## config.mk

```make
export PLATFORM = sky130hd
export DESIGN_NAME = serial_cmd_engine
export DESIGN_NICKNAME = d
export VERILOG_FILES = /design/src/rtl/serial_cmd_pkg.sv /design/src/rtl/serial_cmd_engine_resp_fifo.sv /design/src/rtl/serial_cmd_engine.sv
export SDC_FILE = /design/constraint.sdc
export NUM_CORES = 1
export LEC_CHECK = 0
export ABC_AREA = 0
export CAP_MARGIN = 25
export CORE_UTILIZATION = 62
export DETAILED_ROUTE_END_ITERATION = 6
export PLACE_DENSITY = 0.86
export SLEW_MARGIN = 40
export SYNTH_ARGS = -nofsm -noshare
export SYNTH_HDL_FRONTEND = slang
export SYNTH_HIERARCHICAL = 1
export SYNTH_SLANG_ARGS = --single-unit
export TNS_END_PERCENT = 50
```

## constraint.sdc

```tcl
create_clock -name clk -period 5.8 [get_ports clk]
set_clock_uncertainty 0.1 [all_clocks]
set_input_delay 0.87 -clock clk [delete_from_list [all_inputs] [get_ports clk]]
set_output_delay 0.87 -clock clk [all_outputs]
set_load 0.005 [all_outputs]
```

## src/rtl/serial_cmd_pkg.sv

```systemverilog
// Shared command/response byte codes and parser state encoding
// for the host serial command engine.
package serial_cmd_pkg;

    localparam logic [7:0] CMD_RESET = 8'h52;
    localparam logic [7:0] CMD_SETUP = 8'h53;
    localparam logic [7:0] CMD_FRAME = 8'h41;
    localparam logic [7:0] CMD_PING  = 8'hAA;
    localparam logic [7:0] CMD_POWER = 8'h50;
    localparam logic [7:0] CMD_BULK  = 8'h51;

    localparam logic [7:0] RSP_ACK     = 8'h01;
    localparam logic [7:0] RSP_PONG    = 8'h55;
    localparam logic [7:0] RSP_OVERRUN = 8'hB0;
    localparam logic [7:0] RSP_BADRUN  = 8'hFE;
    localparam logic [7:0] RSP_UNKNOWN = 8'hFF;
    localparam logic [7:0] RSP_TIMEOUT = 8'hFC;
    localparam logic [7:0] RSP_REQUEST = 8'h41;

    typedef enum logic [2:0] {
        ST_IDLE,
        ST_SKIP,
        ST_SETUP,
        ST_FRAME,
        ST_ERR_HOLD
    } parse_state_e;

endpackage

```

## src/rtl/serial_cmd_engine_resp_fifo.sv

```systemverilog
// Byte-wide first-word fall-through response queue.
// A push into a full queue is accepted only when a pop happens alongside it.
module resp_fifo #(
    parameter int DEPTH = 8
) (
    input  logic                       clk,
    input  logic                       rst,
    input  logic                       push,
    input  logic [7:0]                 push_byte,
    input  logic                       pop,
    output logic [7:0]                 head,
    output logic                       valid,
    output logic [$clog2(DEPTH+1)-1:0] count
);

    localparam int AW = $clog2(DEPTH);
    localparam int CW = $clog2(DEPTH + 1);

    logic [7:0]    mem [DEPTH];
    logic [AW-1:0] wr_ptr;
    logic [AW-1:0] rd_ptr;
    logic          do_pop;
    logic          do_push;

    assign valid   = (count != '0);
    assign do_pop  = pop && valid;
    assign do_push = push && ((count != CW'(DEPTH)) || do_pop);
    assign head    = valid ? mem[rd_ptr] : 8'h00;

    always_ff @(posedge clk) begin
        if (do_push) begin
            mem[wr_ptr] <= push_byte;
        end
    end

    always_ff @(posedge clk or posedge rst) begin
        if (rst) begin
            wr_ptr <= '0;
            rd_ptr <= '0;
            count  <= '0;
        end else begin
            if (do_push) begin
                wr_ptr <= wr_ptr + 1'b1;
            end
            if (do_pop) begin
                rd_ptr <= rd_ptr + 1'b1;
            end
            count <= count + CW'(do_push) - CW'(do_pop);
        end
    end

endmodule

```

## src/rtl/serial_cmd_engine.sv

```systemverilog
// Host command parser: decodes the UART byte stream, assembles console
// frames, queues responses and issues flow-control frame requests.
module serial_cmd_engine
    import serial_cmd_pkg::*;
#(
    parameter int NUM_CONSOLES   = 1,
    parameter int FRAME_BYTES    = 4,
    parameter int RESP_DEPTH     = 8,
    parameter int TIMEOUT_CYCLES = 50000
) (
    input  logic                     clk,
    input  logic                     rst,
    input  logic                     rx_valid,
    input  logic [7:0]               rx_byte,
    output logic                     tx_valid,
    output logic [7:0]               tx_byte,
    input  logic                     tx_ready,
    input  logic [NUM_CONSOLES-1:0]  request_frame,
    output logic                     frame_wr_en,
    output logic [8*FRAME_BYTES-1:0] frame_data,
    output logic                     controller_reset,
    output logic [31:0]              frame_count,
    output logic                     prebuffer_done,
    output logic                     resp_overflow
);

    localparam int FW = 8 * FRAME_BYTES;
    localparam int CW = $clog2(RESP_DEPTH + 1);
    localparam int TW = $clog2(TIMEOUT_CYCLES + 1);

    parse_state_e  state;
    logic [4:0]    idx;
    logic [FW-1:0] shift_q;
    logic [TW-1:0] tmo_cnt;
    logic          pend_valid;
    logic [7:0]    pend_byte;
    logic          lock;

    logic          all_ready;
    logic          tx_pop;
    logic [CW-1:0] fifo_count;
    logic          drop;

    logic          cmd_push;
    logic [7:0]    cmd_byte;
    logic          cmd_second;
    logic [7:0]    cmd_second_byte;
    logic          timeout;
    logic          frame_done;
    logic [FW-1:0] frame_next;
    logic          req_push;
    logic          push;
    logic [7:0]    push_byte;

    assign all_ready = &request_frame;
    assign tx_pop    = tx_valid && tx_ready;
    assign drop      = push && (fifo_count == CW'(RESP_DEPTH)) && !tx_pop;

    always_comb begin
        cmd_push        = 1'b0;
        cmd_byte        = 8'h00;
        cmd_second      = 1'b0;
        cmd_second_byte = 8'h00;
        timeout         = (state == ST_SKIP || state == ST_SETUP ||
                           state == ST_FRAME) && !rx_valid &&
                          (tmo_cnt == TW'(TIMEOUT_CYCLES - 1));
        frame_next      = (shift_q << 8) | FW'(rx_byte);
        frame_done      = rx_valid && (state == ST_FRAME) &&
                          (idx == 5'(FRAME_BYTES));
        if (rx_valid) begin
            case (state)
                ST_IDLE: begin
                    case (rx_byte)
                        CMD_RESET: begin
                            cmd_push        = 1'b1;
                            cmd_byte        = RSP_ACK;
                            cmd_second      = 1'b1;
                            cmd_second_byte = CMD_RESET;
                        end
                        CMD_SETUP, CMD_FRAME, CMD_POWER, CMD_BULK: ;
                        CMD_PING: begin
                            cmd_push = 1'b1;
                            cmd_byte = RSP_PONG;
                        end
                        default: begin
                            cmd_push = 1'b1;
                            cmd_byte = RSP_UNKNOWN;
                        end
                    endcase
                end
                ST_SETUP: begin
                    if (idx == 5'd1 && rx_byte != CMD_FRAME) begin
                        cmd_push = 1'b1;
                        cmd_byte = RSP_BADRUN;
                    end else if (idx == 5'd4) begin
                        cmd_push        = 1'b1;
                        cmd_byte        = RSP_ACK;
                        cmd_second      = 1'b1;
                        cmd_second_byte = CMD_SETUP;
                    end
                end
                ST_FRAME: begin
                    if (frame_done && !all_ready) begin
                        cmd_push = 1'b1;
                        cmd_byte = RSP_OVERRUN;
                    end
                end
                default: ;
            endcase
        end else if (timeout) begin
            cmd_push = 1'b1;
            cmd_byte = RSP_TIMEOUT;
        end

        // Queued second byte wins, then command responses, then requests.
        req_push  = prebuffer_done && all_ready && !lock &&
                    !pend_valid && !cmd_push;
        push      = 1'b0;
        push_byte = 8'h00;
        if (pend_valid) begin
            push      = 1'b1;
            push_byte = pend_byte;
        end else if (cmd_push) begin
            push      = 1'b1;
            push_byte = cmd_byte;
        end else if (req_push) begin
            push      = 1'b1;
            push_byte = RSP_REQUEST;
        end
    end

    always_ff @(posedge clk or posedge rst) begin
        if (rst) begin
            state            <= ST_IDLE;
            idx              <= '0;
            shift_q          <= '0;
            tmo_cnt          <= '0;
            pend_valid       <= 1'b0;
            pend_byte        <= 8'h00;
            lock             <= 1'b0;
            frame_wr_en      <= 1'b0;
            frame_data       <= '0;
            controller_reset <= 1'b0;
            frame_count      <= '0;
            prebuffer_done   <= 1'b0;
            resp_overflow    <= 1'b0;
        end else begin
            controller_reset <= 1'b0;
            frame_wr_en      <= 1'b0;
            pend_valid       <= cmd_second;
            if (cmd_second) begin
                pend_byte <= cmd_second_byte;
            end
            if (request_frame == '0) begin
                prebuffer_done <= 1'b1;
            end
            if (drop) begin
                resp_overflow <= 1'b1;
            end
            if (req_push) begin
                lock <= 1'b1;
            end
            if (rx_valid || state == ST_IDLE) begin
                tmo_cnt <= '0;
            end else begin
                tmo_cnt <= tmo_cnt + 1'b1;
            end

            if (rx_valid) begin
                case (state)
                    ST_IDLE: begin
                        case (rx_byte)
                            CMD_RESET: begin
                                controller_reset <= 1'b1;
                                frame_count      <= '0;
                                prebuffer_done   <= 1'b0;
                                lock             <= 1'b0;
                            end
                            CMD_SETUP: begin
                                state <= ST_SETUP;
                                idx   <= 5'd1;
                            end
                            CMD_FRAME: begin
                                state   <= ST_FRAME;
                                idx     <= 5'd1;
                                shift_q <= '0;
                            end
                            CMD_POWER: begin
                                state <= ST_SKIP;
                                idx   <= 5'd1;
                            end
                            CMD_BULK: begin
                                state <= ST_SKIP;
                                idx   <= 5'd2;
                            end
                            default: ;
                        endcase
                    end
                    ST_SKIP: begin
                        if (idx == 5'd1) begin
                            state <= ST_IDLE;
                        end
                        idx <= idx - 1'b1;
                    end
                    ST_SETUP: begin
                        if ((idx == 5'd1 && rx_byte != CMD_FRAME) ||
                            idx == 5'd4) begin
                            state <= ST_IDLE;
                        end
                        idx <= idx + 1'b1;
                    end
                    ST_FRAME: begin
                        shift_q <= frame_next;
                        idx     <= idx + 1'b1;
                        if (frame_done) begin
                            state <= ST_IDLE;
                            lock  <= 1'b0;
                            if (all_ready) begin
                                frame_wr_en <= 1'b1;
                                frame_data  <= frame_next;
                                frame_count <= frame_count + 1'b1;
                            end
                        end
                    end
                    default: state <= ST_IDLE;
                endcase
            end else if (timeout) begin
                state <= ST_IDLE;
                lock  <= 1'b0;
            end else if (state == ST_ERR_HOLD) begin
                state <= ST_IDLE;
            end
        end
    end

    resp_fifo #(
        .DEPTH(RESP_DEPTH)
    ) u_resp_fifo (
        .clk      (clk),
        .rst      (rst),
        .push     (push),
        .push_byte(push_byte),
        .pop      (tx_ready),
        .head     (tx_byte),
        .valid    (tx_valid),
        .count    (fifo_count)
    );

endmodule

```

==> results of run 1 <==
[per-stage QoR]
step | total power [mW] | area, sq um | util
2_1_floorplan | 2.508 | 8899 | -
3_3_place_gp | 2.812 | 9894 | 0.7101
3_5_place_dp | 2.891 | 9913 | 0.7114
4_1_cts | 4.046 | 10490 | 0.7531
5_1_grt | 4.226 | 10510 | 0.7542
6_report | 4.044 | 10510 | 0.7542
[worst max-delay path, stage by stage]
cell,delay (ns)
clkdlybuf4s50_1,0.50
nor4b_4,0.47
and4_1,0.33
or3b_1,0.20
a31o_2,0.21
nand4b_1,0.31
or2_2,0.43
ha_1,0.27
a21o_1,0.18
a21oi_1,0.23
xor2_1,0.16
[cell type report]
| type | count | area, sq um | area share |
|---|---|---|---|
| Sequential cell | 193 | 5150 | 0.4901 |
| Timing Repair Buffer | 95 | 935.9 | 0.08906 |
| Multi-Input combinational cell | 519 | 3522 | 0.3352 |
| Inverter | 24 | 95.09 | 0.009049 |
| Clock buffer | 18 | 429.2 | 0.04084 |
| Tap cell | 180 | 225.2 | 0.02143 |
| Clock inverter | 14 | 151.4 | 0.01441 |
[where the power goes]
| part | internal, mW | switching (mW) |
|---|---|---|
| registers | 1.64 | 0.129 |
| logic | 0.492 | 0.629 |
| clock network | 0.641 | 0.516 |
| total | 2.77 | 1.27 |
[sequential cells by signal, indices dropped and copies added (netlist names)]
signal,flops
controller_reset,1
frame_count,32
frame_data,32
frame_wr_en,1
idx,5
lock,1
pend_byte,2
pend_valid,1
prebuffer_done,1
resp_overflow,1
shift_q,24
state,2
tmo_cnt,16
u_resp_fifo/count,4
u_resp_fifo/mem,64
u_resp_fifo/rd_ptr,3
u_resp_fifo/wr_ptr,3
[cells in the final DEF, fill, tap and decap left out, drive strengths merged, types with 17 or more instances in the layout]
cell,count
nor2,64
clkbuf,18
xnor2,38
o21ai,46
ha,17
nand3,23
mux2,35
mux2i,35
clkdlybuf4s50,89
edfxtp,64
inv,30
nand2,93
nor3,23
dfrtp,129
a22oi,18
[cells by family (layout without fill, tap and decap cells)]
logic type | count (synthesis) | in the layout | synth area share
flops | 193 | 193 | 0.5787
simple gates | 279 | 279 | 0.1589
fa+ha+maj | 18 | 18 | 0.02615
mux | 70 | 70 | 0.08408
xor+xnor | 47 | 47 | 0.04626
compound gates | 105 | 105 | 0.07607
buf+inv | 60 | 151 | 0.02981
[layer usage]
metal / vias up / wire [um] / GRT usage
met3: 24 / 1107 / 0.06788
met5: - / 0 / 0
li1: 2886 / - / -
met4: 0 / 310 / 0.08719
met2: 221 / 9892 / 0.4696
met1: 3157 / 8193 / 0.3636
[synthesized netlist by cell type, types with 17 or more instances]
cell      number
a22oi_1       18
inv_1         24
nand2_1       93
nor3_1        23
o21ai_0       41
dfrtp_1      129
mux2_2        34
ha_1          17
xnor2_1       38
edfxtp_1      64
nor2_1        64
nand3_1       23
mux2i_1       35
[final timing paths]
path                                           start                                end  slack, ns  depth (start not counted)
max                                       rx_byte[3]     u_resp_fifo/count[3]$_DFF_PP0_       1.90                         11
min                        resp_overflow$_DFFE_PP0P_          resp_overflow$_DFFE_PP0P_       0.38                          1
max reg2reg                     state[0]$_DFFE_PP0P_    u_resp_fifo/mem[5][4]$_DFFE_PP_       2.42                          8
min reg2reg                resp_overflow$_DFFE_PP0P_          resp_overflow$_DFFE_PP0P_       0.38                          1
max in group asynchronous                        rst                 idx[1]$_DFFE_PP0P_       3.73                          3
min in group asynchronous                        rst  u_resp_fifo/wr_ptr[2]$_DFFE_PP0P_       0.74                          2
==> results.txt, run 1 <==
The run finished with clean final reports. The antenna diode instance count is 0. Once the clock tree was built, the setup fixing pass inserted 0 buffers. Power spread over the standard cell area amounts to between 300 and 400 mW/mm^2. The post-synthesis sequential area ratio is 0.5787. The max-slew violation count came to 0.

The die is 121.8 um tall. The weighted congestion reported at the end of routability-driven placement came out at between 0.8 and 0.9. The synthesized area divided by synthesized cell count is approximately 12 sq um.

For this configuration, the core starts out at a cell density of 0.6386. The remaining routing DRC violations is 0. The class of the most critical hold timing path is reg2reg. The worst slack at placement is roughly 1.4 ns. The post-route minimum period is between 3 and 4 ns.

The count of warnings emitted by yosys is 6. By area the synthesized netlist is led by dfrtp_1, edfxtp_1, mux2_2. The maximum number of pins on one net before global-route repair is 80. Dividing the detail-routed via count by the number of cells gives 6.029. The worst path meets setup with ~1.9 ns of slack. The analysis attributes to cell leakage a power of around 4.3 nW. After clock tree synthesis, the flow added hold-fix buffers numbering 0. The port buffer count is 89. The H-tree depth is 4. The share of Yosys cell area claimed by the top area cell type is 0.3628. The final non-filler cell total came out at around 1000.

The critical path is of the in2reg type. Summed over all layers, the global routing overflow is 0. The standard-cell row count is 43. The worst setup path is captured at a register. The number of distinct library cells after synthesis came out at 66.

Clock tree synthesis found a total of between 150 and 200 sinks. Derived from the worst setup path, the maximum achievable clock frequency is approximately 260 MHz. The violation count after the first detailed-route iteration came out at between 500 and 600. The longest clock path from root to sink contains 2 buffers. The count of final setup violators came out at 0.

The net count reported at finish is 881. The post-CTS resize count came out at 0. The number of flops mapped to enable cells by yosys is 64.

The required time at the worst-slack endpoint is 6.06 ns. The overall global routing resource usage came out at 0.2814. VDD sags by at most 224.7 uV. For the pin with the worst max-slew slack, the measured transition is roughly 0.75 ns. The number of nets with antenna violations after routing came out at 0. The count of endpoints failing hold in the final timing report is 0. Buffers inserted during clock tree synthesis total 17. STA classifies the critical path startpoint as an input pin. In the final layout, the share of cells above drive strength 1 is 0.1101.

The cell sitting at the root of the clock tree is a clkbuf_16. The post-synthesis async set-or-reset flop share is 0.6684. The TritonCTS clock tree is yes. After technology mapping, the gate count stands at just under 800. The data arrival time of the critical path came out at about 4.2 ns.

The total nets after synthesis is roughly 800. The initial antenna violation count came out at 0. The worst pin sits at a relative slew slack of 0.4985. The placeable core area is between 0.01 and 0.015 sq mm.

Once detailed placement completed, the half-perimeter wirelength came to 13.12 mm. Adding up every negative setup slack in the final design gives 0 ns. Of the available clock period, the critical path in the final layout requires 0.6723.

The number of register bits inferred by synthesis came out at 193. The number of max-cap violations is 0. The die covers approximately 0.015 sq mm. In the synthesized netlist the dominant register cell turns out to be dfrtp_1. The final worst hold slack came out at between 0.3 and 0.4 ns. Setup repair after global routing left no endpoint under its margin. The number of fill cells is 857. The synthesized area is a little under 0.009 sq mm.

The synthesis-to-finish area growth is 18.10%. The placed cell count is between 1000 and 1500. The total length of routed wires is slightly below 20 mm. For this design the top-level I/O count stands at 90. At the later pin of the worst-skew pair, clock insertion delay measures approximately 0.43 ns.

Clock-pin slew was measured on the worst setup and hold paths at roughly 0.070 ns. Summing over every cut layer, the via total after detailed routing is 6288. The maximum fanout along the worst path is 6.

The average routed wire per standard cell came out at roughly 19 um. The library cell occupying the most area in the post-synthesis netlist is dfrtp_1. The horizontal extent of the die is 121.8 um.

The number of global-route vias before repair is 6285. The first global-routing pass estimated 31.85 mm of wire. Before antenna repair, the detailed router went through 6 iterations.
Power figures use the tool's default switching activity.
==> run 2, diff against run 1 <==
- CORE_UTILIZATION: 62 -> 52
- PLACE_DENSITY: 0.86 -> 0.77
- clock period: 5.8 -> 3.4 ns (I/O delays scaled with it)
==> run 2 against run 1 <==
Sequential share of layout area is 1.4 points lower. Setup slack worse by 1.6 ns. Largest cell class unchanged. Power is 70% higher. Highest routed layer unchanged. First-iteration DRC count fell by 30%. Core utilization fell by 10 points. Non-clock buffer count is 34 higher. Design area grew 2.8%. Critical path type unchanged. Via count fell by 2.0%. Clock power up 64%. Global-route usage is 5.5 points lower. Critical endpoint unchanged.
==> results.txt, run 2 (same netlist as run 1, synthesis figures left out) <==
The maximum number of pins on one net before global-route repair is 54. The number of fill cells is around 1300. The max-slew violation count is 0.

The effective utilization at floorplan is 0.5347. In this run the worst path has a maximum fanout of 4. CTS built an H-tree with a depth of 4. Clock latency on the worst-skew pair, taken at its later pin, is 0.44 ns. The flow ran to the end, and the final reports show no timing, DRC or antenna violations. The remaining routing DRC violations came out at 0. In the layout the commonest cells are dfrtp_1, nand2_1, clkdlybuf4s50_1.

The fraction of layout cells with a size suffix above 1 came out at 0.1416. Ranked by flip-flop count, first place goes to u_resp_fifo/mem. The routed via count came out at 6165.

The data arrival time of the critical path came out at 3.38 ns. The horizontal extent of the die is 132.8 um. Setup repair after global routing left no endpoint under its margin. The placeable core area is between 0.015 and 0.02 sq mm. Dividing total power by cell area gives a power density of around 630 mW/mm^2.

The number of global-route vias before repair is between 6000 and 7000. The area growth from synthesis to layout is 21.44%. The post-route minimum period came out at roughly 3.1 ns. At the pin with the least slew margin, the transition time is 0.7413 ns.

Measured along the y axis, the die boundary spans between 100 and 150 um. The number of placed I/O pins is 90. The maximum count of clock buffers along a single path came out at 2. The antenna diode instance count is 0. The standard-cell row count came out at between 40 and 50.

The total clock buffers created by CTS came out at 17. The highest clock rate came out at between 300 and 400 MHz. The count of final setup violators came out at 0. The count of endpoints failing hold in the final timing report was 0. Tracing the worst setup path back leads to its startpoint at rx_byte[3]. The critical path class is in2reg. The largest registers in the layout are u_resp_fifo/mem x64, frame_count x32, frame_data x32. During placement, the flow inserted port buffers numbering just under 90.

The overall global routing resource usage is 0.2260. The post-CTS resize count came out at 0. Power comes to 6.859 mW. The static leakage power came out at 4.454 nW. The post-CTS setup buffer count came out at 0. The net count reported at finish is roughly 920. The relative slew slack is 0.5025. The wire length of the first global-routing pass came out at about 31 mm.

The worst setup path is captured at a register. The overflow left after global routing is 0. The full die area is 0.01764 sq mm. The flip-flop count of the largest register after layout came out at 64.

The setup TNS came out at 0 ns. For this block, the routed nets add up to around 18 mm of wire. The min-delay analysis places its worst path in the category in2async. For the worst setup path, the data required time is 3.64 ns.

The estimated wirelength of the detail-placed design came out at 12.23 mm. The number of detailed-route iterations in the first pass is 5. The library cell used most frequently in the layout, excluding fill and tap cells, is dfrtp_1. In this run the remaining antenna-violating nets after routing total 0. TritonCTS built the clock tree. Across the run, the number of max-cap violations was 0. The hold-fix buffer count after cts came out at 0.

The startpoint identified for the worst register-to-register timing path is state[0]$_DFFE_PP0P_. In the finished design, the share of the clock period the worst path needs comes to 0.9222. The placed cell count came out at roughly 1100. The number of clock sinks came out at between 150 and 200. The violation count after the first detailed-route iteration came out at around 370. The initial antenna violation count came out at 0.

The worst ir drop on vdd came out at 433.4 uV. In this run the clock root is driven by a clkbuf_16. STA classifies the critical path startpoint as an input pin. The final non-filler cell total is 1117. In the routed layout, each cell is associated on average with a via count of between 5 and 6. The average routed wire per standard cell is ~16 um. The weighted congestion reported at the end of routability-driven placement came out at 0.8336. The post-CTS clock slew at the launch and capture registers of the worst setup and hold paths is approximately 0.070 ns.
## run 2: changes by cell type in the layout (fill, tap and decap cells not counted), sizes merged
cell	before	now
inv	30	31
clkbuf	18	17
clkinvlp	3	2
bufinv	2	0
buf	6	40
clkinv	3	6
## run 2: worst max-delay path, stage by stage
cell             delay [ns]
clkdlybuf4s50_1        0.46
nor4b_4                0.45
and4_1                 0.32
or3b_1                 0.15
a31o_2                 0.17
nand4b_1               0.12
or2_2                  0.33
ha_1                   0.29
a21o_1                 0.19
a21oi_1                0.21
xor2_1                 0.19
## run 2: routing by layer
metal,track usage,up-vias,share of wire
li1,-,2960,-
met2,0.3668,122,0.50
met5,0,-,0
met1,0.2995,3058,0.44
met3,0.05172,25,0.044
met4,0.07791,0,0.015
## run 2: area by class of cell
class / count / area [sq um] / area share
inverters: 24 / 93.84 / 0.008684
flip-flops and latches: 193 / 5150 / 0.4766
clock buffers: 17 / 425.4 / 0.03937
clock inverters: 15 / 142.6 / 0.01320
repair buffers: 129 / 1229 / 0.1137
well taps: 220 / 275.3 / 0.02547
multi-input cells: 519 / 3491 / 0.3230
## run 2: final timing paths
path / endpoint / slack [ns] / depth (start not counted)
worst min register to register: pend_byte[0]$_DFFE_PP0P_ / 0.38 / 2
worst max register to register: u_resp_fifo/count[1]$_DFF_PP0_ / 0.49 / 11
worst max-delay path: u_resp_fifo/count[3]$_DFF_PP0_ / 0.26 / 11
min in group clk: pend_byte[0]$_DFFE_PP0P_ / 0.38 / 2
max in group asynchronous: shift_q[2]$_DFFE_PP0P_ / 2.34 / 3
worst min-delay path: pend_byte[0]$_DFFE_PP0P_ / 0.32 / 2
## run 2: report_power, final
part,total [mW],internal [mW],switching [mW]
sequential,2.98,2.79,0.195
clock,1.90,0.972,0.928
combinational,1.98,0.924,1.05
## run 2: stage by stage
step	util	hold slack, ns	worst slack (ns)	area, sq um
floorplan	-	0.2502	0.07578	8902
global placement	0.6140	0.3575	0.007685	10220
detailed placement	0.6140	0.3655	-0.1203	10220
CTS	0.6481	0.3559	0.2470	10790
global route	0.6494	0.3174	0.07449	10810
finish	0.6494	0.3246	0.2645	10810
